===== src/rtl/hazard_scoreboard.sv =====
`default_nettype none
// ============================================================================
// Module  : hazard_scoreboard
// Brief   : Tracks in-flight write-back metadata from EXE to WB; flags ID
//           hazards and returns per-source forwarding selects.
// Rev     : 1.0  initial release
// ============================================================================
module hazard_scoreboard #(
    parameter int REG_NUM_BITS   = 4,
    parameter int PIPE_DEPTH     = 3,
    parameter int LOAD_FWD_STAGE = 2,
    parameter int SEL_W          = 2
) (
    input  logic                    clk,
    input  logic                    rst,
    input  logic                    issue_valid,
    input  logic                    issue_wb_en,
    input  logic                    issue_mem_r_en,
    input  logic [REG_NUM_BITS-1:0] issue_dest,
    input  logic [REG_NUM_BITS-1:0] src1,
    input  logic [REG_NUM_BITS-1:0] src2,
    input  logic                    two_src,
    input  logic                    forward_en,
    input  logic                    flush,
    input  logic                    pipe_stall,
    output logic                    hazard,
    output logic [SEL_W-1:0]        sel_src1,
    output logic [SEL_W-1:0]        sel_src2,
    output logic [15:0]             stall_count
);

    localparam logic [SEL_W-1:0] c_wb_stage       = SEL_W'(PIPE_DEPTH);
    localparam logic [SEL_W-1:0] c_load_fwd_stage = SEL_W'(LOAD_FWD_STAGE);
    localparam logic [15:0]      c_count_max      = 16'hFFFF;

    logic [PIPE_DEPTH:1]     r_valid;
    logic [PIPE_DEPTH:1]     r_wb_en;
    logic [PIPE_DEPTH:1]     r_mem_r_en;
    logic [REG_NUM_BITS-1:0] r_dest [1:PIPE_DEPTH];
    logic [15:0]             r_stall_count;

    logic [REG_NUM_BITS-1:0] w_src       [0:1];
    logic [SEL_W-1:0]        w_src_sel   [0:1];
    logic [1:0]              w_src_hazard;
    logic                    w_hazard;
    logic                    w_accept;

    assign w_src[0] = src1;
    assign w_src[1] = src2;

    generate
        for (genvar s = 0; s < 2; s++) begin : g_src
            logic             w_found;
            logic             w_is_load;
            logic [SEL_W-1:0] w_idx;
            logic             w_haz;

            // Scan oldest to youngest so the youngest producer overrides (WAW).
            always_comb begin
                w_found   = 1'b0;
                w_is_load = 1'b0;
                w_idx     = '0;
                for (int k = PIPE_DEPTH; k >= 1; k--) begin
                    if (r_valid[k] && r_wb_en[k] && (r_dest[k] == w_src[s])) begin
                        w_found   = 1'b1;
                        w_is_load = r_mem_r_en[k];
                        w_idx     = SEL_W'(k);
                    end
                end
            end

            // WB-stage matches are safe without forwarding: the register file
            // writes on the falling edge, ahead of the ID read.
            assign w_haz = forward_en ? (w_found && w_is_load && (w_idx < c_load_fwd_stage))
                                      : (w_found && (w_idx < c_wb_stage));

            assign w_src_hazard[s] = w_haz;
            assign w_src_sel[s]    = (forward_en && w_found && !w_haz) ? w_idx : '0;
        end
    endgenerate

    assign w_hazard = issue_valid && (w_src_hazard[0] || (two_src && w_src_hazard[1]));
    assign w_accept = issue_valid && !w_hazard && !flush && !pipe_stall;

    assign hazard      = w_hazard;
    assign sel_src1    = (issue_valid && !w_hazard) ? w_src_sel[0] : '0;
    assign sel_src2    = (issue_valid && !w_hazard && two_src) ? w_src_sel[1] : '0;
    assign stall_count = r_stall_count;

    always_ff @(posedge clk or posedge rst) begin
        if (rst) begin
            r_valid    <= '0;
            r_wb_en    <= '0;
            r_mem_r_en <= '0;
            for (int k = 1; k <= PIPE_DEPTH; k++) begin
                r_dest[k] <= '0;
            end
        end else if (!pipe_stall) begin
            for (int k = PIPE_DEPTH; k >= 2; k--) begin
                r_valid[k]    <= r_valid[k-1];
                r_wb_en[k]    <= r_wb_en[k-1];
                r_mem_r_en[k] <= r_mem_r_en[k-1];
                r_dest[k]     <= r_dest[k-1];
            end
            // A rejected, stalled or flushed ID slot enters EXE as a bubble.
            r_valid[1]    <= w_accept;
            r_wb_en[1]    <= w_accept && issue_wb_en;
            r_mem_r_en[1] <= w_accept && issue_mem_r_en;
            r_dest[1]     <= w_accept ? issue_dest : '0;
        end
    end

    always_ff @(posedge clk or posedge rst) begin
        if (rst) begin
            r_stall_count <= '0;
        end else if (w_hazard && !flush && !pipe_stall && (r_stall_count != c_count_max)) begin
            r_stall_count <= r_stall_count + 16'd1;
        end
    end

endmodule
`default_nettype wire


===== config.mk =====
export PLATFORM = sky130hd
export DESIGN_NAME = hazard_scoreboard
export DESIGN_NICKNAME = d
export VERILOG_FILES = /design/src/rtl/hazard_scoreboard.sv
export SDC_FILE = /design/constraint.sdc
export NUM_CORES = 1
export LEC_CHECK = 0
export BUFFER_PORTS_ARGS = -buffer_cell sky130_fd_sc_hd__buf_4
export CAP_MARGIN = 5
export CORE_UTILIZATION = 44
export DETAILED_ROUTE_END_ITERATION = 7
export HOLD_SLACK_MARGIN = 0.1
export PLACE_DENSITY = 0.67
export SLEW_MARGIN = 20
export SYNTH_ARGS = -nofsm -noshare
export SYNTH_HDL_FRONTEND = slang
export SYNTH_SLANG_ARGS = --single-unit

===== constraint.sdc =====
create_clock -name clk -period 2.34 [get_ports clk]
set_clock_uncertainty 0.15 [all_clocks]
set_input_delay 0.117 -clock clk [delete_from_list [all_inputs] [get_ports clk]]
set_output_delay 0.117 -clock clk [all_outputs]
set_load 0.1 [all_outputs]

Yosys cells after proc, flatten, opt, wreduce, memory -nomap -nowiden
Index checks and enable logic that the tools add are counted.

storage, ports and cells
  bits of input ports = 21
  output and inout port bits = 21
  bits in registers = 37

cells by class
  magnitude comparators = 4
  eq/ne operators = 7
  muxes and demuxes = 25
  reductions and logical operators = 36
  add/subtract/negate cells = 1

operators by type and width
  operator               count
  $logic_and 1x1->1      30
  $eq 4x4->1             6
  $mux 2                 10
  $add 16x1->16 const B  1
  $ne 16x16->1 const B   1
  $mux 1                 14
  $lt 2x2->1 const B     4
  $logic_not 1->1        5
  $mux 4                 1
  $logic_or 1x1->1       1

Longest topological paths before layout
Gate-level depths: netlist of run 1.

  word-level depth = 16
  depth in mapped cells = 7

Least setup slack after synthesis of run 1
OpenSTA, ideal clock, no wires.

  kind = flip-flop to output port
  from = register r_dest[7] (netlist name)
  to = output port hazard
  arrival time = 2.476 ns
  setup slack = -0.403 ns
  buffers on the path = 0
  cell stages (with the launch flop) = 6
  data required time = 2.073 ns
  path through = dfrtp_1 xor2_1 nor4_2 o2bb2ai_2 nor2_1 nor2b_1

on the way
  cells in the longest elaborated chain, start to end = 10
  elaborated cells on any way between the ends = 31
  those cells by class = order compare: 4; eq/ne: 2; mux: 14; reduce/logical: 11

RTL lines
  what                                            RTL line  text
  start, declared                                 39        logic [REG_NUM_BITS-1:0] r_dest [1:PIPE_DEPTH];
  start signal, assigned by index                 103       r_dest[k] <= r_dest[k-1];
  $eq 4x4->1                                      64        if (r_valid[k] && r_wb_en[k] && (r_dest[k] == w_src[s])) begin
  $logic_and 1x1->1                               64
  $mux 2 or $mux 1 (tied branches) (2 in series)  64
  $lt 2x2->1, or another cell as far along        75        : (w_found && (w_idx < c_wb_stage));
  $logic_and 1x1->1, on equally long branches     75, 74
  $mux 1                                          74        assign w_haz = forward_en ? (w_found && w_is_load && (w_idx < c_load_fwd_stage))
  $logic_and 1x1->1                               82        assign w_hazard = issue_valid && (w_src_hazard[0] || (two_src && w_src_hazard[1]));
  $logic_or 1x1->1 *                              82
  $logic_and 1x1->1 *                             82
  end, declared                                   26        output logic hazard,

Every way passes the cells marked *; elsewhere a longest branch is shown, timed or not.

Final worst setup path of run 1
  from = register r_dest[9] (netlist name)
  to = output port sel_src2[1]

on the way
  cells in the longest elaborated chain, start to end = 13
  elaborated cells on any way between the ends = 33
  those cells by class = order compare: 4; eq/ne: 2; mux: 10; reduce/logical: 17

RTL lines
  what                                         RTL line  text
  $eq 4x4->1                                   64
  $logic_and 1x1->1                            64
  $mux 2 or $mux 1 (tied branches)             64
  $lt 2x2->1, or another cell as far along     75
  $logic_and 1x1->1, on equally long branches  75, 74
  $mux 1                                       74
  $logic_and 1x1->1                            82
  $logic_or 1x1->1                             82
  $logic_and 1x1->1                            82
  $logic_not 1->1                              87        assign sel_src2 = (issue_valid && !w_hazard && two_src) ? w_src_sel[1] : '0;
  $logic_and 1x1->1 (2 in series)              87
  $mux 2 *                                     87
  end, declared                                28        output logic [SEL_W-1:0] sel_src2,

Marks and branches as above.

==> results of run 1 <==
-- cell usage in the layout (no fill, tap or decap), drive strengths merged --
master | netlist | final
and3b | 1 | 1
o22ai | 1 | 1
ha | 1 | 1
buf | 2 | 47
o21bai | 2 | 2
o2bb2ai | 1 | 1
nand3 | 7 | 7
dfrtp | 35 | 35
nor2 | 6 | 6
nor4 | 6 | 6
o2111ai | 1 | 1
and2 | 2 | 2
a21o | 1 | 1
nand2 | 12 | 12
mux2 | 13 | 13
dlygate4sd3 | 0 | 8
and4 | 1 | 1
o211ai | 1 | 1
nor3 | 11 | 11
or2 | 3 | 3
a22o | 6 | 6
o31ai | 1 | 1
xnor2 | 20 | 20
inv | 4 | 4
xor2 | 19 | 19
nor2b | 1 | 1
and3 | 2 | 2
nand4 | 7 | 7
a2111o | 1 | 1
o21ai | 3 | 3
nor3b | 2 | 2
clkbuf | 2 | 8
-- through the flow --
step                area, µm²  hold slack (ns)  util (%)
global route             2540            0.153      62.1
detailed placement       2310            0.109      56.5
global placement         2310           0.0862      56.5
finish                   2540            0.102      62.1
floorplan                1940           0.0954         -
CTS                      2490            0.108      60.9
-- state kept, by name (all words and copies together) (netlist names) --
register     cells
r_valid          3
stall_count     16
r_wb_en          3
r_dest          12
r_mem_r_en       1
-- worst max-delay path, cell delays in order, from the launching register on --
cell                      delay [ns]
sky130_fd_sc_hd__dfrtp_1        0.43
sky130_fd_sc_hd__xnor2_1        0.16
sky130_fd_sc_hd__nand4_1        0.15
sky130_fd_sc_hd__o22ai_2        0.11
sky130_fd_sc_hd__buf_4          0.15
sky130_fd_sc_hd__nor2_1         0.19
sky130_fd_sc_hd__and4_1         0.23
sky130_fd_sc_hd__buf_4          0.29
-- final timing paths --
| kind | start | to | depth (start not counted) |
|---|---|---|---|
| max | r_dest[9] | sel_src2[1] | 7 |
| min | flush | stall_count[15] | 5 |
| max reg2reg | r_dest[4] | stall_count[9] | 8 |
| min reg2reg | stall_count[4] | stall_count[4] | 1 |
| max in group asynchronous | rst | r_dest[5] | 4 |
| min in group asynchronous | rst | stall_count[6] | 3 |
-- power groups by stage --
stage          clock (mW)  sequential, mW  combinational, mW
5_1_grt             0.521           0.668              0.195
3_3_place_gp            0           0.674              0.158
6_report            0.488           0.664              0.181
2_1_floorplan           0           0.677             0.0977
3_5_place_dp            0           0.676              0.164
4_1_cts             0.496           0.664              0.175
-- metal layers --
metal	global-route usage, %	part of all wire [%]	vias to the layer above
li1	-	-	739
met1	24.1	44	760
met4	8.85	1.3	0
met5	0	0	-
met2	33.9	50	52
met3	4.17	4.5	7
-- what timing repair did --
item | in CTS | in global routing
buffers inserted | 0 | 3
hold buffers | 8 | 0
setup endpoints to repair | 0 | 5
hold endpoints to repair | 23 | 0
gates resized for setup | 0 | 6
-- logic make-up (layout without fill, tap and decap cells) --
group	Yosys count	in the layout	share of synthesized area (%)
buf+inv	8	67	1.95
fa+ha+maj	1	1	0.650
simple gates	61	61	18.7
xor+xnor	39	39	17.8
mux	13	13	7.61
compound gates	18	18	7.80
flops	35	35	45.5
-- area by class of cell --
class	instances	area (µm²)
Fill cell	341	1550
Multi-Input combinational cell	132	1020
Sequential cell	35	887
Timing Repair Buffer	55	452
Clock buffer	8	100
Tap cell	50	62.6
Inverter	4	15.0
==> results list, run 1 <==
* Total track usage: between 10% and 20%
- Dominant cell type by area after synthesis: sky130_fd_sc_hd__dfrtp_1
* Combinational fraction of design power: roughly 14%
* Filler-free cell count of the finished design: around 280
* Setup tns final: 0 ns
- Final slew viol count: 0
- Period Utilization, post-route: between 90% and 100%
- Result of the run: finished clean
- Crit path setup slack, layout: around 0.069 ns
- Switching component of the power: approximately 0.34 mW
* Grt total ovfl: 0
* Post-synthesis sequential element count: 35
- Once detailed placement completed, the half-perimeter wirelength came to ~3200 µm.
- # diodes: 0
- The clock net in this run drives a total of 35 sinks.
- At the end of the flow, the number of nets in the layout was 255.
- Synthesis instantiated 37 different standard cells from the library.
- The synthesized design devotes to its leading area cell type approximately 46% of total area.
* Yosys warning count: 0
* CTS root buf: sky130_fd_sc_hd__clkbuf_8
- Cell internal power was estimated by the tool at about 1 mW.
* Source-to-sink clock delay at the later pin of the worst-skew pair: a little under 0.3 ns
- The setup check on the worst reg-to-reg path leaves a slack of about 0.15 ns.
- The number of antenna violations at the first check in global routing came to 0.
* Fraction of power consumed by the clock network: a little over a third
* Width of the chip: between 60 and 70 µm
* Gate count of the mapped netlist: 175
- The design draws 1.33 mW.
* Antenna-violating nets left: 0
- The floorplan has 23 rows.
- Maximum VDD drop: 410 µV
* DRC marker count from the first detailed-route iteration: around 90
- Setup violations remaining at the end of the flow were counted as 0.
- Starting utilization of the core area: between 40% and 50%
- Share of async-settable or async-resettable flops after synthesis: 100%
- Counting along the longest clock path gives a buffer depth of 2.
- Compared with the post-synthesis result, the final layout area differs by 31.8%.
- Number of I/O pins: 42
- Routability-driven placement finished with a final weighted congestion of around 0.84.
- Area inside the core boundary: about 0.0041 mm²
- Clock tree from TritonCTS: yes
- Wire length of the first global-routing pass: approximately 6700 µm
* Netlist area before placement: 0.00192 mm²
* Max Fanout on Critical Path: 4
- Proportion of layout cells with a drive suffix above 1: between 30 and 40%
* Via density per instance: around 5.5
* Startpoint kind of the worst setup timing path: flip-flop
- After detailed routing, the number of remaining DRC violations is 0.
- Vias in the first global route: 1500
- Slew of the pin with the lowest slew margin: around 0.65 ns
* Most instantiated cells after synthesis: 35 x sky130_fd_sc_hd__dfrtp_1, 20 x sky130_fd_sc_hd__xnor2_1, 19 x sky130_fd_sc_hd__xor2_1
- CTS built an H-tree with a depth of 2.
* Required time reported for the critical path endpoint: around 2.1 ns
- Dividing the synthesized area by the synthesized cell count gives roughly 11 µm².
* Worst min path class: in2reg
- Sequential-to-total area share from yosys stat: between 40% and 50%
- STA classifies the critical path endpoint as a primary output.
- Y dimension of the die: 68.1 µm
- Leakage dissipation: around 1.2 nW
- Yosys instantiated no cell more often than sky130_fd_sc_hd__dfrtp_1.
- The number of clock buffers added by TritonCTS is 5.
- Once placement completed, the tool counted placed cells totaling between 200 and 300.
* Number of vias in the routed layout: 1558
- Sequential cells account for about half of the total power.
* Largest net degree at the start of global routing: 21
- Critical path type: reg2out
- Wire length per cell: ~15 µm
- Total die area: ~0.0046 mm²
* Share of total power consumed by net switching: between 20% and 30%
- By area the synthesized netlist is led by sky130_fd_sc_hd__dfrtp_1 46%, sky130_fd_sc_hd__xnor2_1 9.1%, sky130_fd_sc_hd__xor2_1 8.6%, sky130_fd_sc_hd__mux2_2 7.6%, sky130_fd_sc_hd__a22o_1 2.7%.
- The tool flagged a number of max-cap violations equal to 0.
- At the placement stage, the worst setup path has a slack of 0.152 ns.
- Clock-pin slew was measured on the worst setup and hold paths at approximately 0.070 ns.
- Most frequently used flop master after synthesis: sky130_fd_sc_hd__dfrtp_1
- The number of hold violations in the final report is 0.
- Worst endpoint data arrival time: 2.00 ns
- Mapped Nets: a little under 200
* Pwr per Cell Area: roughly 530 mW/mm²
- Detailed-router iteration count before antenna repair: 4
- Final period demand of the worst path: 2.27 ns
- Final WL: ~4300 µm
* Worst max-slew margin expressed relative to the limit: 56.8%
* Count of flip-flops with a built-in enable after synthesis: 0
- Number of buffers added on ports: 41
* Highest Clock Rate: roughly 440 MHz
Power figures use the tool's default switching activity.
==> inputs of run 2 (changes only) <==
--- a/config.mk
+++ b/config.mk
@@ -9,6 +9,7 @@
 export CAP_MARGIN = 5
 export CORE_UTILIZATION = 44
 export DETAILED_ROUTE_END_ITERATION = 7
+export GPL_TIMING_DRIVEN = 0
 export HOLD_SLACK_MARGIN = 0.1
 export PLACE_DENSITY = 0.67
 export SLEW_MARGIN = 20
==> run 2 against run 1 <==
  * Cell count down 0.35%
  * Maximum frequency increased by 0.39%
  * Power shrank 0.84%
  * Clock-buffer cell count did not move
  * Clock power down 2%
  * Sequential power hardly changed
  * Routed wire length down 2.7%
  * Global-route usage is 0.18 points higher
  * First-iteration DRC count grew 22%
  * Register-to-register slack improved by 0.05 ns
  * Critical path depth stayed put
==> results list, run 2 (same netlist as run 1, synthesis figures left out) <==
* Starting utilization of the core area: 47.1% (unchanged)
* Level count of the clock H-tree: 2 (unchanged)
- The relative contribution of the clock network to total power is 36.1% (-0.5 points).
* Startpoint kind of the worst setup timing path: flip-flop
* CTS max path bufs: 2 (unchanged)
- The worst hold slack was 0.124 ns (+0.0212 ns).
- Share of total power consumed by net switching: 24.6% (-0.56 points)
- Sequential share of power: 50.3% (+0.5 points)
* Final hold vios: 0 (unchanged)
- Compared with the post-synthesis result, the final layout area differs by 31.5%.
- The number of vias after detailed routing came to 1558 (unchanged).
- The standard-cell row count is 23 (unchanged).
- The total track usage came to 20.1% (+0.18 points).
- Grt total ovfl: 0 (unchanged)
- Endpoint of the most critical register-to-register path: stall_count[1]
- The internal reg-to-reg setup slack is 0.20 ns (+0.05 ns).
* Final setup violation count: 0 (unchanged)
- Worst endpoint data arrival time: 1.99 ns (about the same)
- The run finished with clean final reports.
- Final estimated routing congestion in global placement: 0.824 (-1.6%)
- The count of nets after finishing came to 254 (-0.39%).
* Total internal power: 0.997 mW (about the same)
* R2R depth: 6 (-2)
- The total wirelength of the detailed-routed design was 4220 µm (-2.7%).
- The cell sitting at the root of the clock tree is a sky130_fd_sc_hd__clkbuf_8.
* Clock buffers created by TritonCTS: 5 (unchanged)
* Commonest cells after routing, fill and taps aside: 40 x sky130_fd_sc_hd__buf_4, 24 x sky130_fd_sc_hd__dfrtp_1, 19 x sky130_fd_sc_hd__xor2_1, 18 x sky130_fd_sc_hd__xnor2_1, 13 x sky130_fd_sc_hd__mux2_2
* RSZ-0062 raised after global routing: true
* Startpoint of the most critical register-to-register path: r_dest[7]
- Clock Pin Slew Worst Setup and Hold Paths: 0.07 ns (about the same)
- Most frequent standard cell in the layout excluding fill and tap cells: sky130_fd_sc_hd__buf_4
- The peak fanout along the critical path came to 4 (unchanged).
- The antenna violation net count after detailed routing was 0 (unchanged).
- The detail-routed via count per cell is 5.51 (+0.35%).
* Clock Sink Count: 35 (unchanged)
- The cell leakage power is 1.19 nW (-0.89%).
- Highest Clock Rate: 442 MHz (+0.39%)
- The final setup slack of the worst path is 0.0780 ns (+0.00871 ns).
- Final slew viol count: 0 (unchanged)
- Vias in the first global route: 1460 (-2.7%)
- Post-place setup slack: 0.0810 ns (-0.0710 ns)
- Wire length per cell: 14.9 µm (-2.4%)
* Slew of the pin with the lowest slew margin: 0.746 ns (+0.0989 ns)
- Placed Area: 0.00231 mm² (unchanged)
* Largest net degree at the start of global routing: 36 (+71%)
* Count of cells along the worst hold path: 5 (unchanged)
- Switching component of the power: 0.326 mW (-3.0%)
- Clock tree from TritonCTS: yes
- The cell count after placement is 266 (+0.38%).
* # diodes: 0 (unchanged)
- The final core utilization is 61.9% (-0.15 points).
* Period Utilization, post-route: 96.7% (-0.37 points)
- Required time reported for the critical path endpoint: 2.07 ns (about the same)
* Combinational fraction of design power: 13.6% (about the same)
* Maximum VDD drop: 406 µV (-0.99%)
* HP Start: flush
* Y dimension of the die: 68.1 µm (unchanged)
- Area inside the core boundary: 0.00409 mm² (unchanged)
- Width of the chip: 68.1 µm (unchanged)
* Max FFs per register: 16 (unchanged)
- The final HPWL from detailed placement was 3150 µm (-1.6%).
* CP Capture Type: primary output
- The number of antenna violations at the first check in global routing came to 0 (unchanged).
* Number of buffers added on ports: 41 (unchanged)
- The number of cells in the finished layout apart from fillers came to 283 (-0.35%).
* Total power: 1.32 mW (-0.84%)
* Worst min-delay path endpoint: stall_count[15]
* Cell area after layout: 0.00253 mm² (-0.25%)
* Worst min path class: in2reg
- The proportion of layout cells with a drive suffix above 1 came to 37.3% (+0.59 points).
* Remaining design rule violation count: 0 (unchanged)
- The power per unit of standard cell area was 523 mW/mm² (-0.59%).
* Final period demand of the worst path: 2.26 ns (-0.00871 ns)
* Detailed-router iteration count before antenna repair: 4 (unchanged)
- By startpoint and endpoint, the worst setup path is classified as reg2out.
- Wire length of the first global-routing pass: 6760 µm (+0.52%)
- The insertion delay to the later sink of the worst-skew pair came to 0.28 ns (about the same).
* Total die area: 0.00464 mm² (unchanged)
- Setup tns final: 0 ns (unchanged)
- The count of boundary I/O pins came to 42 (unchanged).
- Number of max-capacitance violations reported: 0 (unchanged)
* DRC marker count from the first detailed-route iteration: 111 (+22%)
- The max-slew headroom at the worst pin came to 50.2% (-6.6 points).
==> run 2: changes by cell type in the layout (fill, tap and decap cells not counted), moves of 2 or more <==
cell,change
sky130_fd_sc_hd__dfrtp_1,-2
sky130_fd_sc_hd__dfrtp_2,+2
sky130_fd_sc_hd__buf_4,-3
sky130_fd_sc_hd__xnor2_2,+2
sky130_fd_sc_hd__clkbuf_1,+2
sky130_fd_sc_hd__xnor2_1,-2
==> run 2: worst max path at each step <==
stage | start | to | slack, ns
after global placement | stall_count[0] | stall_count[1] | 0.25
final | r_dest[7] | sel_src1[0] | 0.08
after detailed placement | r_dest[9] | stall_count[1] | 0.08
after CTS | r_dest[9] | sel_src2[0] | 0.02
after global routing | r_dest[9] | sel_src2[0] | -0.06
after floorplan | stall_count[12] | stall_count[1] | 0.005
==> run 2: metal layers <==
| metal | global-route usage, % | wire length, µm |
|---|---|---|
| met2 | 31.4 | 1990 |
| met5 | 0 | 0 |
| met4 | 9.38 | 65 |
| met1 | 26.4 | 1940 |
| met3 | 4.50 | 226 |
==> run 2: area by class of cell <==
type,instances,area [µm²]
inverter,4,15.0
clock buffer,8,100
fill,353,1560
buffer,4,22.5
tap,50,62.6
sequential,35,890
timing repair buffer,50,403
multi-input combinational,132,1040
==> run 2: power by group through the flow <==
stage	combinational (mW)	sequential (mW)	clock [mW]
floorplan	0.0977	0.677	0
global placement	0.158	0.674	0
detailed placement	0.165	0.676	0
CTS	0.179	0.664	0.496
global route	0.194	0.670	0.523
finish	0.180	0.665	0.478
==> run 2: worst max-delay path, stage by stage (launching register included) <==
cell and delay, ns:
sky130_fd_sc_hd__dfrtp_1 0.42, sky130_fd_sc_hd__xor2_1 0.19, sky130_fd_sc_hd__nor4_2 0.40, sky130_fd_sc_hd__nand3_1 0.15
sky130_fd_sc_hd__nand3_1 0.10, sky130_fd_sc_hd__o21ai_0 0.07, sky130_fd_sc_hd__and2_1 0.16, sky130_fd_sc_hd__buf_4 0.23
==> run 2: what timing repair did <==
item | 4_1_cts | 5_1_grt
setup endpoints to repair | 3 | 14
resized for setup | 3 | 5
hold endpoints to repair | 42 | 0
hold buffers | 8 | 0
buffers inserted | 1 | 0
pin swaps | 0 | 1
==> inputs of run 3 (changes only) <==
--- a/config.mk
+++ b/config.mk
@@ -11,7 +11,7 @@
 export DETAILED_ROUTE_END_ITERATION = 7
 export GPL_TIMING_DRIVEN = 0
 export HOLD_SLACK_MARGIN = 0.1
-export PLACE_DENSITY = 0.67
+export PLACE_DENSITY = 0.69
 export SLEW_MARGIN = 20
 export SYNTH_ARGS = -nofsm -noshare
 export SYNTH_HDL_FRONTEND = slang
==> run 3 against run 2 <==
  * Sequential power barely moved
  * Worst setup slack got worse by 0.021 ns
  * Routed wire length down 1.9%
  * Critical path depth stayed put
  * Power is 0.43% lower
  * First-iteration DRC count is 49% lower
  * Die area did not move
  * Combinational power about the same
  * Utilization barely moved
  * Via count decreased by 0.90%
  * Highest routed layer unchanged
==> results list, run 3 (same netlist as run 1, synthesis figures left out) <==
- Vias in the first global route: 1553 (+6.4%)
- In the layout the commonest cells are 40 x sky130_fd_sc_hd__buf_4, 26 x sky130_fd_sc_hd__dfrtp_1, 20 x sky130_fd_sc_hd__xnor2_1, 19 x sky130_fd_sc_hd__xor2_1, 13 x sky130_fd_sc_hd__mux2_2.
- Setup tns final: 0 ns (unchanged)
- The number of hold violations in the final report is 0 (unchanged).
- Worst endpoint data arrival time: 2.02 ns (+0.03 ns)
- Total track usage: 20.4% (+0.24 points)
- The routability congestion estimate from global placement is 0.926 (+12%).
* Leakage dissipation: 1.19 nW (-0.22%)
- Max Fanout on Critical Path: 4 (unchanged)
- Worst min-delay path endpoint: stall_count[15]
- Cell area after layout: 0.00253 mm² (about the same)
* Sequential share of power: 50.6% (+0.3 points)
- Level count of the clock H-tree: 2 (unchanged)
- Startpoint kind of the worst setup timing path: flip-flop
- Area growth from synthesis to layout: 31.4% (about the same)
- The switching share of power is 24.4% (-0.23 points).
* Number of max-capacitance violations reported: 0 (unchanged)
- Clock buffers created by TritonCTS: 5 (unchanged)
- Clock Sink Count: 35 (unchanged)
- Detailed-router iteration count before antenna repair: 4 (unchanged)
* Final WL: 4140 µm (-1.9%)
- The multi-input gate area in the final layout was 0.00102 mm² (-1.7%).
* Highest Clock Rate: 438 MHz (-0.92%)
- In this run the most critical hold path is launched from issue_valid.
* Via density per instance: 5.44 (-1.2%)
- TritonCTS built the clock tree.
* Combinational fraction of design power: 13.5% (about the same)
- The total congestion overflow after global routing came to 0 (unchanged).
- Worst min path class: in2reg
- The flip-flop count of the largest register after layout came to 16 (unchanged).
- The number of max-slew violations in the final report was 0 (unchanged).
- The initial core utilization was 47.1% (unchanged).
- # diodes: 0 (unchanged)
* Count of cells along the worst hold path: 5 (unchanged)
- CP Capture Type: primary output
- Placed Area: 0.00231 mm² (unchanged)
- The share of the cycle needed by the critical path after routing was 97.6% (+0.90 points).
- Slew of the pin with the lowest slew margin: 0.724 ns (-0.0223 ns)
* Remaining design rule violation count: 0 (unchanged)
- The number of inserted filler cells in the final layout is 347 (-1.7%).
- Row Count: 23 (unchanged)
- Wire length per cell: 14.6 µm (-2.3%)
- The worst register-to-register path begins at r_dest[4].
- The antenna violation net count after detailed routing was 0 (unchanged).
- The cell-internal power came to 0.996 mW (-0.12%).
* Endpoint of the most critical register-to-register path: stall_count[1]
- The count of nets after finishing was 255 (+0.39%).
- The height of the chip was 68.1 µm (unchanged).
- Clock Pin Slew Worst Setup and Hold Paths: 0.07 ns (about the same)
- Switching component of the power: 0.321 mW (-1.4%)
- Final setup violation count: 0 (unchanged)
- The number of vias after detailed routing came to 1544 (-0.90%).
- CTS max path bufs: 2 (unchanged)
* R2R depth: 6 (unchanged)
- Most frequent standard cell in the layout excluding fill and tap cells: sky130_fd_sc_hd__buf_4
* DRC marker count from the first detailed-route iteration: 57 (-49%)
- Placed wire-length estimate after detailed placement: 3130 µm (-0.70%)
* Proportion of layout cells with a drive suffix above 1: 35.5% (-1.9 points)
* Number of I/O pins: 42 (unchanged)
- The maximum VDD drop came to 332 µV (-18%).
* Total die area: 0.00464 mm² (unchanged)
- Register-to-Register Setup Slack: 0.19 ns (about the same)
- Wire length of the first global-routing pass: 6940 µm (+2.8%)
- Source-to-sink clock delay at the later pin of the worst-skew pair: 0.28 ns (about the same)
* Pwr per Cell Area: 521 mW/mm² (-0.38%)
- The number of input and output port buffers inserted was 41 (unchanged).
* Worst max-slew margin expressed relative to the limit: 51.7% (+1.5 points)
* Area inside the core boundary: 0.00409 mm² (unchanged)
* Fraction of power consumed by the clock network: 35.9% (-0.2 points)
* Final period demand of the worst path: 2.28 ns (+0.0210 ns)
* CTS root buf: sky130_fd_sc_hd__clkbuf_8
* Required time reported for the critical path endpoint: 2.07 ns (about the same)
* Width of the chip: 68.1 µm (unchanged)
- The number of antenna violations at the first check in global routing is 0 (unchanged).
- The flow ran to the end, and the final reports show no timing, DRC or antenna violations.
- The register cell area after layout is 887 µm² (-0.28%).
- Largest net degree at the start of global routing: 36 (unchanged)
- Critical path type: reg2out
==> run 3: changes by cell type in the layout (fill, tap and decap cells not counted) <==
| cell | before | now |
|---|---|---|
| sky130_fd_sc_hd__buf_6 | 3 | 2 |
| sky130_fd_sc_hd__dfrtp_1 | 24 | 26 |
| sky130_fd_sc_hd__buf_12 | 0 | 1 |
| sky130_fd_sc_hd__dfrtp_2 | 11 | 9 |
| sky130_fd_sc_hd__dlygate4sd3_1 | 8 | 9 |
| sky130_fd_sc_hd__o21ai_0 | 2 | 1 |
| sky130_fd_sc_hd__or2_2 | 1 | 2 |
| sky130_fd_sc_hd__xnor2_1 | 18 | 20 |
| sky130_fd_sc_hd__or2_4 | 1 | 0 |
| sky130_fd_sc_hd__xnor2_2 | 2 | 0 |
| sky130_fd_sc_hd__o21ai_1 | 0 | 1 |
==> run 3: what timing repair did <==
item | 4_1_cts | 5_1_grt
hold buffers | 9 | 0
resized for setup | 0 | 6
setup buffers | 0 | 1
hold endpoints to repair | 43 | 0
setup endpoints to repair | 0 | 5
==> run 3: how the worst max path moves through the flow <==
stage | from | end | depth (start not counted)
2_1_floorplan | stall_count[12] | stall_count[1] | 4
3_3_place_gp | r_dest[7] | stall_count[1] | 6
3_5_place_dp | r_dest[7] | stall_count[1] | 6
4_1_cts | r_dest[7] | sel_src1[0] | 7
5_1_grt | r_dest[8] | sel_src2[0] | 7
6_report | r_dest[8] | sel_src2[0] | 7
==> run 3: metal layers <==
layer / GRT usage, % / share of wire (%) / up-vias
met1: 26.6 / 46 / 763
met4: 7.81 / 1.5 / 0
li1: - / - / 738
met3: 3.67 / 3.4 / 8
met2: 33.3 / 49 / 35
met5: 0 / 0 / -
==> run 3: layout make-up <==
type / instances / area share (%)
plain buffers: 4 / 0.891
clock buffers: 8 / 3.96
inverters: 4 / 0.594
multi-input cells: 132 / 40.3
flip-flops and latches: 35 / 35.1
well taps: 50 / 2.47
repair buffers: 51 / 16.7
==> run 3: critical path, cell delays in order (launching register included) <==
cell	delay [ns]
sky130_fd_sc_hd__dfrtp_1	0.43
sky130_fd_sc_hd__xnor2_1	0.20
sky130_fd_sc_hd__nand4_1	0.17
sky130_fd_sc_hd__or2_2	0.33
sky130_fd_sc_hd__o211ai_1	0.09
sky130_fd_sc_hd__o21ai_0	0.09
sky130_fd_sc_hd__and3_1	0.18
sky130_fd_sc_hd__buf_4	0.23
==> run 3: power groups by stage <==
stage	sequential, mW	combinational (mW)	clock (mW)
floorplan	0.677	0.0977	0
global placement	0.674	0.159	0
detailed placement	0.677	0.165	0
CTS	0.665	0.177	0.480
global route	0.670	0.194	0.507
finish	0.666	0.178	0.473
==> run 3: per-stage QoR <==
step	utilization (%)	instances	worst slack [ns]	power [mW]	hold WS, ns
3_3_place_gp	56.5	266	0.236	0.833	0.181
4_1_cts	61.1	283	0.0574	1.32	0.237
6_report	61.9	284	0.0570	1.32	0.232
2_1_floorplan	-	175	0.00533	0.775	0.0954
5_1_grt	61.9	284	-0.0139	1.37	0.280
3_5_place_dp	56.5	266	0.172	0.842	0.144
